`config.mk`:
```
export PLATFORM = sky130hd
export DESIGN_NAME = eth_hdr_rx
export DESIGN_NICKNAME = d
export VERILOG_FILES = /design/src/rtl/eth_hdr_rx.sv
export SDC_FILE = /design/constraint.sdc
export NUM_CORES = 1
export LEC_CHECK = 0
export CORE_MARGIN = 4
export CORE_UTILIZATION = 25
export CTS_BUF_LIST = sky130_fd_sc_hd__clkbuf_8
export DETAILED_ROUTE_END_ITERATION = 6
export SLEW_MARGIN = 20
export SYNTH_ARGS = -nofsm -noshare
export SYNTH_HDL_FRONTEND = slang
export SYNTH_SLANG_ARGS = --single-unit
```
`constraint.sdc`:
```
create_clock -name clk -period 2.58 [get_ports clk]
set_input_delay 0.516 -clock clk [delete_from_list [all_inputs] [get_ports clk]]
set_output_delay 0.516 -clock clk [all_outputs]
set_load 0.05 [all_outputs]
```
`src/rtl/eth_hdr_rx.sv`:
```
// Ethernet header parser: strips dest/src MAC and EtherType from the post-SFD byte
// stream, forwards the payload as AXI-Stream, optionally filters on destination MAC.
module eth_hdr_rx #(
  parameter int unsigned DATA_W    = 8,
  parameter bit          FILTER_EN = 1'b0,
  parameter logic [47:0] LOCAL_MAC = 48'h02_00_00_00_00_01
) (
  input  logic              clk,
  input  logic              rst_n,
  input  logic [DATA_W-1:0] s_axis_tdata,
  input  logic              s_axis_tvalid,
  input  logic              s_axis_tlast,
  input  logic              s_axis_tuser,
  output logic              m_hdr_valid,
  output logic [47:0]       m_dest_mac,
  output logic [47:0]       m_src_mac,
  output logic [15:0]       m_eth_type,
  output logic [DATA_W-1:0] m_axis_tdata,
  output logic              m_axis_tvalid,
  output logic              m_axis_tlast,
  output logic              m_axis_tuser,
  output logic              er_runt,
  output logic              er_filtered,
  output logic              er_bad_frame
);

  localparam int unsigned CNT_W  = 4;
  localparam int unsigned MAC_W  = 48;
  localparam int unsigned TYPE_W = 16;
  localparam logic [CNT_W-1:0] LAST_DEST = CNT_W'(5);
  localparam logic [CNT_W-1:0] LAST_SRC  = CNT_W'(11);
  localparam logic [CNT_W-1:0] LAST_HDR  = CNT_W'(13);

  typedef enum logic [1:0] {ST_IDLE, ST_HDR, ST_PAYLOAD, ST_DROP} state_t;

  state_t            r_state;
  state_t            w_state_nxt;
  logic [CNT_W-1:0]  r_cnt;
  logic [CNT_W-1:0]  w_cnt_nxt;

  logic              w_beat;
  logic              w_abort;
  logic              w_hdr_we;
  logic [MAC_W-1:0]  w_dest_cand;
  logic              w_filt_hit;

  logic              w_hdr_valid;
  logic [DATA_W-1:0] w_tdata;
  logic              w_tvalid;
  logic              w_tlast;
  logic              w_tuser;
  logic              w_runt;
  logic              w_filt;
  logic              w_bad;

  assign w_beat  = s_axis_tvalid;
  assign w_abort = s_axis_tlast & s_axis_tuser;

  // Destination as it will look once the current (6th) byte is shifted in
  assign w_dest_cand = {m_dest_mac[MAC_W-DATA_W-1:0], s_axis_tdata};
  assign w_filt_hit  = FILTER_EN && (w_dest_cand != LOCAL_MAC) && (w_dest_cand != '1);

  always_ff @(posedge clk) begin
    if (!rst_n) begin
      r_state <= ST_IDLE;
      r_cnt   <= '0;
    end else begin
      r_state <= w_state_nxt;
      r_cnt   <= w_cnt_nxt;
    end
  end

  always_comb begin
    w_state_nxt = r_state;
    w_cnt_nxt   = r_cnt;
    w_hdr_we    = 1'b0;
    w_hdr_valid = 1'b0;
    w_tdata     = '0;
    w_tvalid    = 1'b0;
    w_tlast     = 1'b0;
    w_tuser     = 1'b0;
    w_runt      = 1'b0;
    w_filt      = 1'b0;
    w_bad       = 1'b0;
    unique case (r_state)
      ST_IDLE: begin
        if (w_beat) begin
          w_hdr_we = 1'b1;
          if (s_axis_tlast) begin
            w_runt    = 1'b1;
            w_bad     = s_axis_tuser;
            w_cnt_nxt = '0;
          end else begin
            w_cnt_nxt   = CNT_W'(1);
            w_state_nxt = ST_HDR;
          end
        end
      end
      ST_HDR: begin
        if (w_beat) begin
          w_hdr_we  = 1'b1;
          w_cnt_nxt = r_cnt + CNT_W'(1);
          if ((r_cnt == LAST_DEST) && w_filt_hit) begin
            w_filt      = 1'b1;
            w_cnt_nxt   = '0;
            w_state_nxt = s_axis_tlast ? ST_IDLE : ST_DROP;
          end else if (r_cnt == LAST_HDR) begin
            w_hdr_valid = 1'b1;
            w_bad       = s_axis_tlast & s_axis_tuser;
            w_cnt_nxt   = '0;
            w_state_nxt = s_axis_tlast ? ST_IDLE : ST_PAYLOAD;
          end else if (s_axis_tlast) begin
            w_runt      = 1'b1;
            w_bad       = s_axis_tuser;
            w_cnt_nxt   = '0;
            w_state_nxt = ST_IDLE;
          end
        end else if (w_abort) begin
          w_runt      = 1'b1;
          w_bad       = 1'b1;
          w_cnt_nxt   = '0;
          w_state_nxt = ST_IDLE;
        end
      end
      ST_PAYLOAD: begin
        if (w_beat) begin
          w_tvalid = 1'b1;
          w_tdata  = s_axis_tdata;
          w_tlast  = s_axis_tlast;
          w_tuser  = s_axis_tuser;
          w_bad    = s_axis_tuser;
          if (s_axis_tlast) w_state_nxt = ST_IDLE;
        end else if (w_abort) begin
          // Abort with no data still closes the downstream packet as bad
          w_tvalid    = 1'b1;
          w_tlast     = 1'b1;
          w_tuser     = 1'b1;
          w_bad       = 1'b1;
          w_state_nxt = ST_IDLE;
        end
      end
      ST_DROP: begin
        if ((w_beat & s_axis_tlast) | w_abort) w_state_nxt = ST_IDLE;
      end
      default: begin
        w_state_nxt = ST_IDLE;
        w_cnt_nxt   = '0;
      end
    endcase
  end

  // Output and header-field registers
  always_ff @(posedge clk) begin
    if (!rst_n) begin
      m_hdr_valid   <= 1'b0;
      m_dest_mac    <= '0;
      m_src_mac     <= '0;
      m_eth_type    <= '0;
      m_axis_tdata  <= '0;
      m_axis_tvalid <= 1'b0;
      m_axis_tlast  <= 1'b0;
      m_axis_tuser  <= 1'b0;
      er_runt       <= 1'b0;
      er_filtered   <= 1'b0;
      er_bad_frame  <= 1'b0;
    end else begin
      m_hdr_valid   <= w_hdr_valid;
      m_axis_tdata  <= w_tdata;
      m_axis_tvalid <= w_tvalid;
      m_axis_tlast  <= w_tlast;
      m_axis_tuser  <= w_tuser;
      er_runt       <= w_runt;
      er_filtered   <= w_filt;
      er_bad_frame  <= w_bad;
      if (w_hdr_we) begin
        if (r_cnt <= LAST_DEST)
          m_dest_mac <= {m_dest_mac[MAC_W-DATA_W-1:0], s_axis_tdata};
        else if (r_cnt <= LAST_SRC)
          m_src_mac  <= {m_src_mac[MAC_W-DATA_W-1:0], s_axis_tdata};
        else
          m_eth_type <= {m_eth_type[TYPE_W-DATA_W-1:0], s_axis_tdata};
      end
    end
  end

endmodule
```
==> results.cfg, run 1 <==
[min_path]
hold_depth = 2
min_path_type = reg2reg
hold_start = m_eth_type[10]

[die]
die_area_um2 = 26300
die_x_um = 162
initial_core_util_pct = 25.4
coreArea_um2 = 23500
fp.dieH_um = 162
placementRows = 56
ios = 140

[routing]
top_layer = met4
wl_per_cell_um = 15.9
met1Wirelength_um = 8760
drtIter0Drc = 406
first_pass_iters = 5
wl_met3_um = 1840
met2_length_um = 8230
drc = 0
routed_wl_um = 19000
detail-route-antenna-nets = 0
viasPerCell = 4.96
vias = 5947

[cells_and_area]
drive_gt1_share_pct = 8.08
layout.nets = 883
fin_util_pct = 34.7
antenna_cells = 0
area_growth_syn_to_layout_pct = 36.7
n_fill_cell = 2425
layout.cells.non_filler = 1198

[worst_setup_path]
slowest_stage = clkdlybuf4s50_1
path_buf_inv = 1
rr_startpoint = r_cnt[0]
cp.depth = 1
cp_data_required_time_ns = 2.06
critical_path_arrival_ns = 1.77
critPathKind = reg2out
slowest_delay_ns = 0.87
crit_family = buffers and inverters
reg2reg_depth = 5
startpoint_type = flip-flop
path_cells = clkdlybuf4s50_1
critPathMaxFanout = 4
endpoint_kind = primary output
crit_path_start = m_src_mac[2]

[grt]
antenna_found_initial = 0
grt_pass1_vias = 5530
grt_max_degree = 97
grt_pass1_wl_um = 30300
overflow = 0
track_usage_pct = 14.3

[placement]
dp_slack_ns = 0.0982
place_congestion = 0.805
port_buffers = 138
hpwl_um = 12500
dp.cells = 1167

[timing]
period_needed_ns = 2.29
clock_skew_ns = 0.0156
setup_ws_ns = 0.289
final-hold-violation-count = 0
max_freq_mhz = 437
fin_crit_sh_pct = 88.8
tightest_slew_ns = 0.596
rsz0062_at_grt = false
setup_tns_ns = 0
slew_violations = 0
slew_headroom_pct = 60.2
setup_viol = 0

[synth]
synth_edf_count = 0
synth_flop_cell = dfxtp_1
seq_area_frac_synth_pct = 44.4
ys_ff_latch = 132
syn_nets = 780
ys_top_cells_by_area = dfxtp_1 (44%), nor3_1 (6.9%), a21oi_1 (5.6%), nand2_1 (5.2%), or4_1 (5.0%)
async_flop_share_pct = 0
ys_types = 40
syn_area_per_cell_um2 = 7.79
syn-cell-area_um2 = 5950
synth_area_leader_cell = dfxtp_1
synthCells = 764
yosysWarnings = 0
synth.most_common_cell = dfxtp_1
synth_common_cells = dfxtp_1 (132), nand2_1 (83), nor3_1 (82)
synth.top_cell.area_share_pct = 44.4

[power_and_ir_drop]
seqPwrFrac_pct = 51.0
leakage_nw = 2.82
ir_worst_vdd_mv = 0.288
p_switching_mw = 1.12
pwr-share-clk_pct = 41.8
p_per_area_nw_per_um2 = 499
p_comb_share_pct = 7.2
total_power_mw = 4.06
internal-power_mw = 2.94
p_sw_share_pct = 27.6

[clocking]
postCtsSetupRepairBufs = 0
clock_path_buffers = 2
cts_htree_levels = 4
clk_pin_slew_ns = 0.08
cts_tree = done
clk_latency_ns = 0.45
cts_sinks = 132
cts_buffers = 17
cts-root-buf = clkbuf_8

[outcome]
status = complete, no violations

[job]
cap_violations = 0
==> state kept, by name, indices dropped and copies added (netlist names), 2 cells and up <==
register,flops
m_axis_tdata,8
m_eth_type,16
r_state,2
r_cnt,4
m_dest_mac,48
m_src_mac,48
==> final timing paths <==
path	to	slack [ns]
max	m_src_mac[2]	0.29
min	m_eth_type[10]	0.46
max reg2reg	m_src_mac[44]	0.36
min reg2reg	m_eth_type[10]	0.46
==> cells by family (layout without fill, tap and decap cells) <==
group,count (synthesis),after routing,synth area share [%]
compound gates,126,126,11.1
fa+ha+maj,3,3,0.631
buf+inv,89,204,5.91
flops,132,132,44.4
other cells,1,1,0.0630
simple gates,413,413,37.9
==> through the flow <==
stage          cell area [um^2]  hold slack [ns]
6_report                   8140            0.457
5_1_grt                    8140            0.463
4_1_cts                    8130            0.447
3_5_place_dp               7760            0.450
3_3_place_gp               7760            0.444
2_1_floorplan              5950            0.482
==> worst register-to-register path, stage by stage, from the launching register on <==
cell,delay [ns]
dfxtp_1,0.44
inv_1,0.07
ha_1,0.21
or4b_4,0.62
and4_1,0.25
or4_1,0.50
==> layer usage <==
metal / vias up / GRT usage (%)
met5: - / 0
met4: 0 / 3.73
met3: 15 / 6.24
met2: 186 / 20.9
met1: 2808 / 19.3
li1: 2938 / -
==> power by group through the flow <==
| stage | clock network [mW] | logic, mW | registers, mW |
|---|---|---|---|
| after floorplan | 0 | 0.123 | 2.16 |
| after global routing | 1.85 | 0.315 | 2.07 |
| after detailed placement | 0 | 0.293 | 2.12 |
| final | 1.70 | 0.292 | 2.07 |
| after CTS | 1.76 | 0.294 | 2.07 |
| after global placement | 0 | 0.293 | 2.12 |
==> layout by cell type (no fill, tap or decap), types with 18 or more instances in the layout <==
master	count
nand4_1	20
nor3b_1	32
a21oi_1	67
nand3_1	58
buf_4	20
or4_1	40
clkbuf_8	18
nor3_1	82
nand2_1	83
o21ai_0	51
dfxtp_1	132
clkdlybuf4s50_1	137
nor2_1	38
==> what timing repair did <==
action,4_1_cts,5_1_grt
gates resized for setup,0,1
hold buffers,0,0
endpoints found under the setup margin,0,7
==> cell type report <==
class / instances / area [um^2] / area share [%]
clock buffer: 18 / 248 / 3.04
clock inverter: 13 / 126 / 1.55
inverter: 6 / 22.5 / 0.277
multi-input combinational: 543 / 2990 / 36.8
sequential: 132 / 2640 / 32.5
tap: 319 / 399 / 4.91
timing repair buffer: 167 / 1710 / 21.0
(Power assumes the default switching activity.)
==> run 2: changes to the inputs <==
--- a/config.mk
+++ b/config.mk
@@ -9,7 +9,7 @@
 export CORE_UTILIZATION = 25
 export CTS_BUF_LIST = sky130_fd_sc_hd__clkbuf_8
 export DETAILED_ROUTE_END_ITERATION = 6
-export SLEW_MARGIN = 20
+export SLEW_MARGIN = 25
 export SYNTH_ARGS = -nofsm -noshare
 export SYNTH_HDL_FRONTEND = slang
 export SYNTH_SLANG_ARGS = --single-unit
==> results of run 2 <==
Final layout, timing and power as in run 1 (identical DEF).
==> run 3: changes to the inputs <==
--- a/config.mk
+++ b/config.mk
@@ -7,7 +7,7 @@
 export LEC_CHECK = 0
 export CORE_MARGIN = 4
 export CORE_UTILIZATION = 25
-export CTS_BUF_LIST = sky130_fd_sc_hd__clkbuf_8
+export CTS_CLUSTER_DIAMETER = 200
 export DETAILED_ROUTE_END_ITERATION = 6
 export SLEW_MARGIN = 25
 export SYNTH_ARGS = -nofsm -noshare
==> run 3 against run 2 <==
Power increased by 16%. Sequential power about the same. Critical path depth unchanged. Combinational power about the same. Sequential share of layout area decreased by 0.75 points. Critical path type unchanged. Via count about the same. Register-to-register slack about the same. Clock-buffer cell count unchanged. First-iteration DRC count decreased by 3.0%. Final cell count unchanged.
==> results.cfg, run 3 (synthesis results as in run 1) <==
[outcome]
status = complete, no violations

[die]
ios = 140
placementRows = 56
die_area_um2 = 26300
initial_core_util_pct = 25.4
fp.dieH_um = 162
coreArea_um2 = 23500
die_x_um = 162

[worst_setup_path]
endpoint_kind = primary output
rr_startpoint = r_cnt[0]
path_buf_inv = 1
critPathMaxFanout = 4
critical_path_arrival_ns = 1.73
startpoint_type = flip-flop
crit_family = buffers and inverters
cp_data_required_time_ns = 2.06
path_cells = clkdlybuf4s50_1
crit_path_start = m_src_mac[2]
slowest_delay_ns = 0.87
critPathKind = reg2out
slowest_stage = clkdlybuf4s50_1

[placement]
hpwl_um = 12500
port_buffers = 138
place_congestion = 0.805
dp.cells = 1167
placed_area_um2 = 7760

[power_and_ir_drop]
pwr-share-clk_pct = 49.8
p_comb_share_pct = 6.2
p_per_area_nw_per_um2 = 566
leakage_nw = 2.90
p_switching_mw = 1.20
ir_worst_vdd_mv = 0.391
p_sw_share_pct = 25.5
internal-power_mw = 3.51
seqPwrFrac_pct = 44.0

[clocking]
cts_tree = done
clock_path_buffers = 2
cts_sinks = 132
clk_pin_slew_ns = 0.06
cts_htree_levels = 4
hold_buffers = 0
cts-root-buf = clkbuf_16
cts_buffers = 17
clk_latency_ns = 0.42

[routing]
viasPerCell = 4.96
wl_per_cell_um = 15.9
first_pass_iters = 5
drtIter0Drc = 394
drc = 0
detail-route-antenna-nets = 0
routed_wl_um = 19100
vias = 5945

[cells_and_area]
final_cell_mix = clkdlybuf4s50_1 (137), dfxtp_1 (132), nand2_1 (83)
antenna_cells = 0
final_area_um2 = 8330
layout.nets = 883
drive_gt1_share_pct = 8.08
top_regs = m_dest_mac x48, m_src_mac x48, m_eth_type x16
area_growth_syn_to_layout_pct = 39.9
fin_util_pct = 35.5
final_common_cell = clkdlybuf4s50_1
layout.cells.non_filler = 1198

[timing]
setup_viol = 0
max_freq_mhz = 444
tightest_slew_ns = 0.607
fin_crit_sh_pct = 87.2
slew_violations = 0
rsz0062_at_grt = false
final-hold-violation-count = 0
period_needed_ns = 2.25
slew_headroom_pct = 59.4
clock_skew_ns = 0.0109
setup_tns_ns = 0

[min_path]
hold_start = m_eth_type[10]
min_path_type = reg2reg

[grt]
track_usage_pct = 14.3
overflow = 0
antenna_found_initial = 0
grt_max_degree = 97
grt_pass1_wl_um = 30400
grt_pass1_vias = 5538

[job]
cap_violations = 0
## run 3: final timing paths
check / end / slack [ns] / cells past startpoint
max: m_src_mac[2] / 0.33 / 1
max reg2reg: m_src_mac[44] / 0.35 / 5
min: m_eth_type[10] / 0.45 / 2
min reg2reg: m_eth_type[10] / 0.45 / 2
## run 3: repair_timing
item                       4_1_cts  5_1_grt
buffers inserted                 0        0
resized for setup                0        1
setup endpoints to repair        0        8
## run 3: power groups by stage
stage	Sequential (mW)	Clock, mW	Combinational, mW
final	2.07	2.34	0.293
after global routing	2.07	2.50	0.315
after floorplan	2.16	0	0.123
after detailed placement	2.12	0	0.293
after global placement	2.12	0	0.293
after CTS	2.07	2.40	0.293
## run 3: layer usage
layer / track usage [%] / part of all wire (%)
met1: 19.4 / 46
met2: 20.8 / 43
met3: 6.01 / 9.6
met4: 4.08 / 0.92
met5: 0 / 0
## run 3: area by class of cell
type | count | area (um^2)
clock buffer | 18 | 439
clock inverter | 13 | 126
fill | 2406 | 15100
inverter | 6 | 22.5
multi-input combinational | 543 | 2990
sequential | 132 | 2640
tap | 319 | 399
timing repair buffer | 167 | 1710
## run 3: metrics by stage
step	worst slack [ns]	power, mW	hold WS (ns)
6_report	0.329	4.71	0.453
3_5_place_dp	0.0982	2.41	0.450
4_1_cts	0.0885	4.77	0.459
2_1_floorplan	0.349	2.29	0.482
3_3_place_gp	0.144	2.41	0.444
5_1_grt	0.267	4.89	0.475
